`src/rtl/mips_pkg.sv`:
```
// Package shared by the fetch front end.
// Holds the fetch FSM state encoding, the instruction field positions used to
// slice opcode/funct, datapath widths, the reset value of the instruction
// output, and a helper that forces an address onto a word boundary.
package mips_pkg;

  localparam int INSTR_W = 32;
  localparam int ADDR_W  = 32;

  localparam int OPCODE_MSB = 31;
  localparam int OPCODE_LSB = 26;
  localparam int FUNCT_MSB  = 5;
  localparam int FUNCT_LSB  = 0;

  localparam logic [INSTR_W-1:0] NOP_INSTR = 32'h0000_0000;

  typedef enum logic [1:0] {
    IDLE  = 2'd0,
    REQ   = 2'd1,
    DRAIN = 2'd2
  } fetch_state_t;

  function automatic logic [ADDR_W-1:0] word_align(input logic [ADDR_W-1:0] a);
    return {a[ADDR_W-1:2], 2'b00};
  endfunction

endpackage

```
`src/rtl/fetch_fifo.sv`:
```
// Prefetch buffer of {pc, instr} pairs.
// Ports: clk/reset (synchronous, active-high); push with push_pc/push_instr;
// pop; flush; head_pc/head_instr (registered head, holds last value when
// empty); count, full, empty.
// flush wins over push; a pop in the same cycle as flush still retires the
// current head. The head registers are loaded with the entry that will be at
// the head after this cycle, so they never expose a stale slot.
module fetch_fifo
  import mips_pkg::*;
#(
  parameter int DEPTH = 2
) (
  input  logic                     clk,
  input  logic                     reset,
  input  logic                     push,
  input  logic [ADDR_W-1:0]        push_pc,
  input  logic [INSTR_W-1:0]       push_instr,
  input  logic                     pop,
  input  logic                     flush,
  output logic [ADDR_W-1:0]        head_pc,
  output logic [INSTR_W-1:0]       head_instr,
  output logic [$clog2(DEPTH):0]   count,
  output logic                     full,
  output logic                     empty
);

  localparam int PTR_W = $clog2(DEPTH);
  localparam int CNT_W = PTR_W + 1;

  logic [ADDR_W-1:0]  pc_mem_q    [DEPTH];
  logic [INSTR_W-1:0] instr_mem_q [DEPTH];

  logic [PTR_W-1:0]   rd_ptr_q, rd_ptr_d;
  logic [PTR_W-1:0]   wr_ptr_q, wr_ptr_d;
  logic [CNT_W-1:0]   count_q, count_d;
  logic [ADDR_W-1:0]  head_pc_q, head_pc_d;
  logic [INSTR_W-1:0] head_instr_q, head_instr_d;
  logic [PTR_W-1:0]   next_rd;
  logic               do_push, do_pop;

  assign full    = (count_q == CNT_W'(DEPTH));
  assign empty   = (count_q == '0);
  assign do_pop  = pop & ~empty;
  assign do_push = push & ~flush & ~full;

  always_comb begin
    rd_ptr_d     = rd_ptr_q;
    wr_ptr_d     = wr_ptr_q;
    count_d      = count_q;
    head_pc_d    = head_pc_q;
    head_instr_d = head_instr_q;
    next_rd      = rd_ptr_q + PTR_W'(do_pop);
    if (flush) begin
      rd_ptr_d = '0;
      wr_ptr_d = '0;
      count_d  = '0;
    end else begin
      rd_ptr_d = next_rd;
      wr_ptr_d = wr_ptr_q + PTR_W'(do_push);
      count_d  = count_q + CNT_W'(do_push) - CNT_W'(do_pop);
      if (count_d != '0) begin
        // Buffer drains to nothing after the pop: the new head is the word
        // being pushed; otherwise it is already stored at next_rd.
        if ((count_q - CNT_W'(do_pop)) == '0) begin
          head_pc_d    = push_pc;
          head_instr_d = push_instr;
        end else begin
          head_pc_d    = pc_mem_q[next_rd];
          head_instr_d = instr_mem_q[next_rd];
        end
      end
    end
  end

  always_ff @(posedge clk) begin
    if (reset) begin
      rd_ptr_q     <= '0;
      wr_ptr_q     <= '0;
      count_q      <= '0;
      head_pc_q    <= '0;
      head_instr_q <= NOP_INSTR;
    end else begin
      rd_ptr_q     <= rd_ptr_d;
      wr_ptr_q     <= wr_ptr_d;
      count_q      <= count_d;
      head_pc_q    <= head_pc_d;
      head_instr_q <= head_instr_d;
    end
  end

  always_ff @(posedge clk) begin
    if (do_push) begin
      pc_mem_q[wr_ptr_q]    <= push_pc;
      instr_mem_q[wr_ptr_q] <= push_instr;
    end
  end

  assign head_pc    = head_pc_q;
  assign head_instr = head_instr_q;
  assign count      = count_q;

endmodule

```
`src/rtl/instr_fetch_unit.sv`:
```
// Instruction fetch unit: keeps the fetch PC, issues at most one instruction
// memory request at a time, buffers returned words in fetch_fifo and presents
// the head to decode. A redirect from execute flushes the buffer and restarts
// fetch at the (word-aligned) target.
// Ports: clk, reset (synchronous, active-high); imem_req/imem_addr out,
// imem_ack/imem_rdata in; redirect/redirect_pc in; dec_valid out, dec_ready in;
// instr, opcode, funct, pc, pcplus4 out; dbg_state out (current fetch state).
//
// Handshakes: decode takes the head on a cycle where dec_valid && dec_ready;
// dec_valid stays high and the head stays stable until taken. Memory returns
// data on a cycle where imem_req && imem_ack; imem_req and imem_addr stay
// stable until then, and imem_ack is meaningless while imem_req is low.
module instr_fetch_unit
  import mips_pkg::*;
#(
  parameter logic [ADDR_W-1:0] RESET_PC   = 32'h0000_0000,
  parameter int                FIFO_DEPTH = 2
) (
  input  logic               clk,
  input  logic               reset,
  output logic               imem_req,
  output logic [ADDR_W-1:0]  imem_addr,
  input  logic               imem_ack,
  input  logic [INSTR_W-1:0] imem_rdata,
  input  logic               redirect,
  input  logic [ADDR_W-1:0]  redirect_pc,
  output logic               dec_valid,
  input  logic               dec_ready,
  output logic [INSTR_W-1:0] instr,
  output logic [5:0]         opcode,
  output logic [5:0]         funct,
  output logic [ADDR_W-1:0]  pc,
  output logic [ADDR_W-1:0]  pcplus4,
  output fetch_state_t       dbg_state
);

  localparam int CNT_W = $clog2(FIFO_DEPTH) + 1;

  fetch_state_t      state_q, state_d;
  logic              req_q, req_d;
  logic [ADDR_W-1:0] addr_q, addr_d;
  logic [ADDR_W-1:0] tgt_q, tgt_d;     // restart address held while draining

  logic              ack_v, push, pop, space;
  logic              fifo_full, fifo_empty;
  logic [CNT_W-1:0]  fifo_count, cnt_after;
  logic [ADDR_W-1:0] redir_pc;
  logic              redirect_pc_unused;

  assign redirect_pc_unused = ^redirect_pc[1:0];
  assign redir_pc = word_align(redirect_pc);
  assign ack_v    = imem_ack & req_q;
  assign pop      = dec_valid & dec_ready;
  assign push     = ack_v & (state_q == REQ) & ~redirect & ~fifo_full;

  // Occupancy after this edge; a new request is allowed only if it leaves room.
  assign cnt_after = redirect ? '0 : fifo_count + CNT_W'(push) - CNT_W'(pop);
  assign space     = (cnt_after < CNT_W'(FIFO_DEPTH));

  always_comb begin
    state_d = state_q;
    req_d   = req_q;
    addr_d  = addr_q;
    tgt_d   = tgt_q;
    case (state_q)
      IDLE: begin
        if (redirect) addr_d = redir_pc;
        if (space) begin
          state_d = REQ;
          req_d   = 1'b1;
        end
      end
      REQ: begin
        if (redirect) begin
          if (ack_v) begin
            addr_d = redir_pc;       // acked word dropped, restart right away
          end else begin
            tgt_d   = redir_pc;      // request still in flight: wait it out
            state_d = DRAIN;
          end
        end else if (ack_v) begin
          addr_d = addr_q + 32'd4;
          if (!space) begin
            state_d = IDLE;
            req_d   = 1'b0;
          end
        end
      end
      DRAIN: begin
        if (ack_v) begin
          addr_d  = redirect ? redir_pc : tgt_q;
          state_d = REQ;
        end else if (redirect) begin
          tgt_d = redir_pc;
        end
      end
      default: begin
        state_d = IDLE;
        req_d   = 1'b0;
      end
    endcase
  end

  always_ff @(posedge clk) begin
    if (reset) begin
      state_q <= IDLE;
      req_q   <= 1'b0;
      addr_q  <= RESET_PC;
      tgt_q   <= RESET_PC;
    end else begin
      state_q <= state_d;
      req_q   <= req_d;
      addr_q  <= addr_d;
      tgt_q   <= tgt_d;
    end
  end

  fetch_fifo #(.DEPTH(FIFO_DEPTH)) u_fifo (
    .clk        (clk),
    .reset      (reset),
    .push       (push),
    .push_pc    (addr_q),
    .push_instr (imem_rdata),
    .pop        (pop),
    .flush      (redirect),
    .head_pc    (pc),
    .head_instr (instr),
    .count      (fifo_count),
    .full       (fifo_full),
    .empty      (fifo_empty)
  );

  assign imem_req  = req_q;
  assign imem_addr = addr_q;
  assign dec_valid = ~fifo_empty;
  assign opcode    = instr[OPCODE_MSB:OPCODE_LSB];
  assign funct     = instr[FUNCT_MSB:FUNCT_LSB];
  assign pcplus4   = pc + 32'd4;
  assign dbg_state = state_q;

endmodule

```
`config.mk`:
```
export PLATFORM = sky130hd
export DESIGN_NAME = instr_fetch_unit
export DESIGN_NICKNAME = d
export VERILOG_FILES = /design/src/rtl/mips_pkg.sv /design/src/rtl/fetch_fifo.sv /design/src/rtl/instr_fetch_unit.sv
export SDC_FILE = /design/constraint.sdc
export NUM_CORES = 1
export LEC_CHECK = 0
export BUFFER_PORTS_ARGS = -buffer_cell sky130_fd_sc_hd__buf_2
export CORE_MARGIN = 2
export CORE_UTILIZATION = 51
export CTS_CLUSTER_DIAMETER = 150
export DETAILED_ROUTE_END_ITERATION = 16
export HOLD_SLACK_MARGIN = 0.15
export PLACE_DENSITY = 0.87
export SLEW_MARGIN = 20
export SYNTH_ARGS = -nofsm -noshare
export SYNTH_HDL_FRONTEND = slang
export SYNTH_HIERARCHICAL = 1
export SYNTH_SLANG_ARGS = --single-unit
```
`constraint.sdc`:
```
create_clock -name clk -period 4 [get_ports clk]
set_input_delay 0.4 -clock clk [delete_from_list [all_inputs] [get_ports clk]]
set_output_delay 0.4 -clock clk [all_outputs]
set_load 0.01 [all_outputs]
```
==> results.yml <==
status:
  status: "finished, final reports clean"
timing:
  rsz0062_at_grt: "no"
  fin_ws_ns: 0.5204
  period_minus_slack_ns: 3.480
  fmax_mhz: 287.4
  hold_viol_final: 0
  slew_viol_final: 0
  clock-skew-final_ns: 0.02120
  setup_viol: 0
  tightestPinTransition_ns: 0.9542
  finalSetupTns_ns: 0
  period_share_pct: 86.99
  hold_ws_ns: 0.3629
  relSlewSlack_pct: 35.90
power_and_ir_drop:
  power_leakage_nw: 6.295
  p_comb_share_pct: 17.5
  intPower_mw: 5.173
  ir_drop_v: 0.0004296
  total_power_mw: 7.294
  switching_share_pct: 29.08
  p_per_area_mw_per_mm2: 490.9
  clkPwrFrac_pct: 36.7
  pwr-share-seq_pct: 45.8
  p_switching_mw: 2.121
placed_design:
  dp_hpwl_mm: 20.87
  post_dp_cell_area_sq_mm: 0.01328
  gp_congestion: 0.8737
  placed_cells: 1650
  port_buffers: 210
  place_ws_ns: 0.6040
setup_path:
  slowest_delay_ns: 0.55
  crit_type: "reg2reg"
  required_ns: 4.46
  critPathMaxFanout: 39
  crit_path_top_delay_cell: "nor2_4"
  cp.buffers_inverters: 3
  r2r-start: "dbg_state[1]"
  reg2reg_depth: 13
  path_delay_family: "simple AND/OR/NAND/NOR gates"
  arrival_ns: 3.94
  timing.rr.end: "u_fifo/head_instr[25]"
  rrSetupSlack_ns: 0.52
  start_kind: "register"
  path_cells: "inv_1 > ha_1 > nand2b_4 > nor3_1 > or3b_2 > ha_1 > inv_1 > ha_1 > xnor3_2 > a21oi_1 > nor2_4 > buf_12 > a32o_2"
  crit_path_frequent_cell: "ha_1"
  end_kind: "register"
layout:
  final_cell_mix: "221 x nand2_1, 210 x buf_2, 134 x dfxtp_1"
  final_common_cell: "nand2_1"
  diodes: 0
  design_area_sq_mm: 0.01486
  drive_gt1_share_pct: 25.17
  layout.cells.non_filler: 1761
  area_growth_pct: 23.08
  fin_nets: 1503
  fin_util_pct: 63.67
clock_tree:
  cts.htree.levels: 1
  cts_inserted_buffers: 27
  cts_buffer_depth: 3
  clk_pin_slew_ns: 0.07
  cts_setup_buffers: 0
  cts_root_buf: "clkbuf_16"
  cts_tree: "yes"
  clk_latency_ns: 0.53
  clock_sinks: 263
grt:
  grt_start_max_net_pins: 68
  grt_use_total_pct: 26.60
  grt_pass1_vias: 10450
  antenna_found_initial: 0
  overflow: 0
  grt_pass1_wl_mm: 53.04
drt:
  drcViolationCount: 0
  wl_met2_mm: 16.70
  drt_iter0_markers: 1346
  num_vias: 10620
  top_layer: "met4"
  m1WireLength_mm: 13.49
  viasPerCell: 6.030
  first_pass_iters: 5
  drtAntennaViolNets: 0
  wire_per_inst_microns: 19.49
  wirelength_mm: 34.33
  wl_met3_mm: 3.018
worst_hold_path:
  hp-start: "redirect"
  min_path_type: "in2reg"
  holdPathEnd: "u_fifo/count[1]"
  hold_depth: 3
die:
  rows: 56
  ios: 213
  die_w_microns: 157.8
  core_area_sq_mm: 0.02333
  die-height_microns: 157.8
  start_util_pct: 51.73
  die_area_sq_mm: 0.02491
logic_synthesis:
  async_flop_share_pct: 0
  synth_area_leader_cell: "edfxtp_1"
  synthesis.area_sq_mm: 0.01207
  syn_area_per_cell_sq_um: 10.08
  yosysSeqAreaShare_pct: 54.23
  synth-main-ff-cell: "dfxtp_1"
  syn_inst: 1198
  synth_cell_types: 71
  ys_ff_latch: 263
  ys_top_cells_by_area: "edfxtp_1 32%, dfxtp_1 22%, nand2_1 6.9%"
  synth_warnings: 6
  synth_edf_count: 128
  syn_nets: 1279
  synth_top_area_share_pct: 31.84
job:
  max-cap-violations: 0
power by group through the flow:
stage / Combinational, mW / Sequential [mW] / Clock (mW)
2_1_floorplan: 0.783 / 3.31 / 0
4_1_cts: 1.25 / 3.33 / 2.71
3_5_place_dp: 1.19 / 3.38 / 0
5_1_grt: 1.39 / 3.36 / 2.81
3_3_place_gp: 1.15 / 3.36 / 0
6_report: 1.28 / 3.34 / 2.68
area by class of cell:
class	instances	area (sq um)
Clock inverter	14	216.5
Timing Repair Buffer	296	1902
Clock buffer	35	735.7
Multi-Input combinational cell	820	5004
Fill cell	1793	8476
Inverter	14	52.55
Sequential cell	263	6548
Tap cell	319	399.1
layer usage:
layer,vias up,global-route usage (%)
met5,-,0
met4,0,10.56
met3,93,4.325
met2,562,45.98
met1,5100,33.30
li1,4863,-
worst max path at each step:
stage	startpoint	endpoint	slack [ns]	cells after the start
6_report	dbg_state[1]	u_fifo/head_instr[25]	0.52	13
4_1_cts	dbg_state[1]	u_fifo/head_instr[25]	0.57	13
3_5_place_dp	dbg_state[1]	u_fifo/head_instr[22]	0.60	13
5_1_grt	dbg_state[1]	u_fifo/head_instr[22]	0.36	13
3_3_place_gp	dbg_state[1]	u_fifo/head_instr[26]	0.69	13
2_1_floorplan	dbg_state[0]	u_fifo/instr_mem_q[1][0]	0.19	8
sequential cells by signal, summed over array words and instances (netlist names):
name	cells
u_fifo/wr_ptr_q	1
u_fifo/head_instr	32
u_fifo/count	2
u_fifo/pc_mem_q	64
imem_addr	32
u_fifo/instr_mem_q	64
imem_req	1
tgt_q	32
dbg_state	2
u_fifo/rd_ptr_q	1
u_fifo/head_pc	32
Yosys cell counts (all sizes together) (21+ instances only):
| cell | n |
|---|---|
| a21oi | 50 |
| a32o | 64 |
| buf | 33 |
| clkbuf | 66 |
| dfxtp | 135 |
| edfxtp | 128 |
| nand2 | 223 |
| nand3 | 95 |
| nor2 | 51 |
| nor3 | 24 |
| o21ai | 39 |
| or3 | 67 |
| xnor2 | 21 |
worst register-to-register path, cell delays in order, from the launching register on:
cell and delay (ns):
dfxtp_1 0.36, inv_1 0.12, ha_1 0.23, nand2b_4 0.07
nor3_1 0.18, or3b_2 0.48, ha_1 0.29, inv_1 0.05
ha_1 0.18, xnor3_2 0.27, a21oi_1 0.11, nor2_4 0.55
buf_12 0.31, a32o_2 0.21
cell families (layout without fill, tap and decap cells):
family,after synthesis,count (layout),share of synthesized area [%]
compound gates,223,223,14.57
mux,6,6,0.5287
fa+ha+maj,12,12,1.244
buf+inv,115,359,4.737
xor+xnor,39,39,2.954
flops,263,263,54.23
simple gates,540,540,21.73
what timing repair did:
| item | in CTS | in global routing |
|---|---|---|
| hold buffers | 62 | 0 |
| hold endpoints to repair | 94 | 0 |
| gates resized for setup | 0 | 0 |
| endpoints found under the setup margin | 0 | 0 |
(Power assumes the default switching activity.)
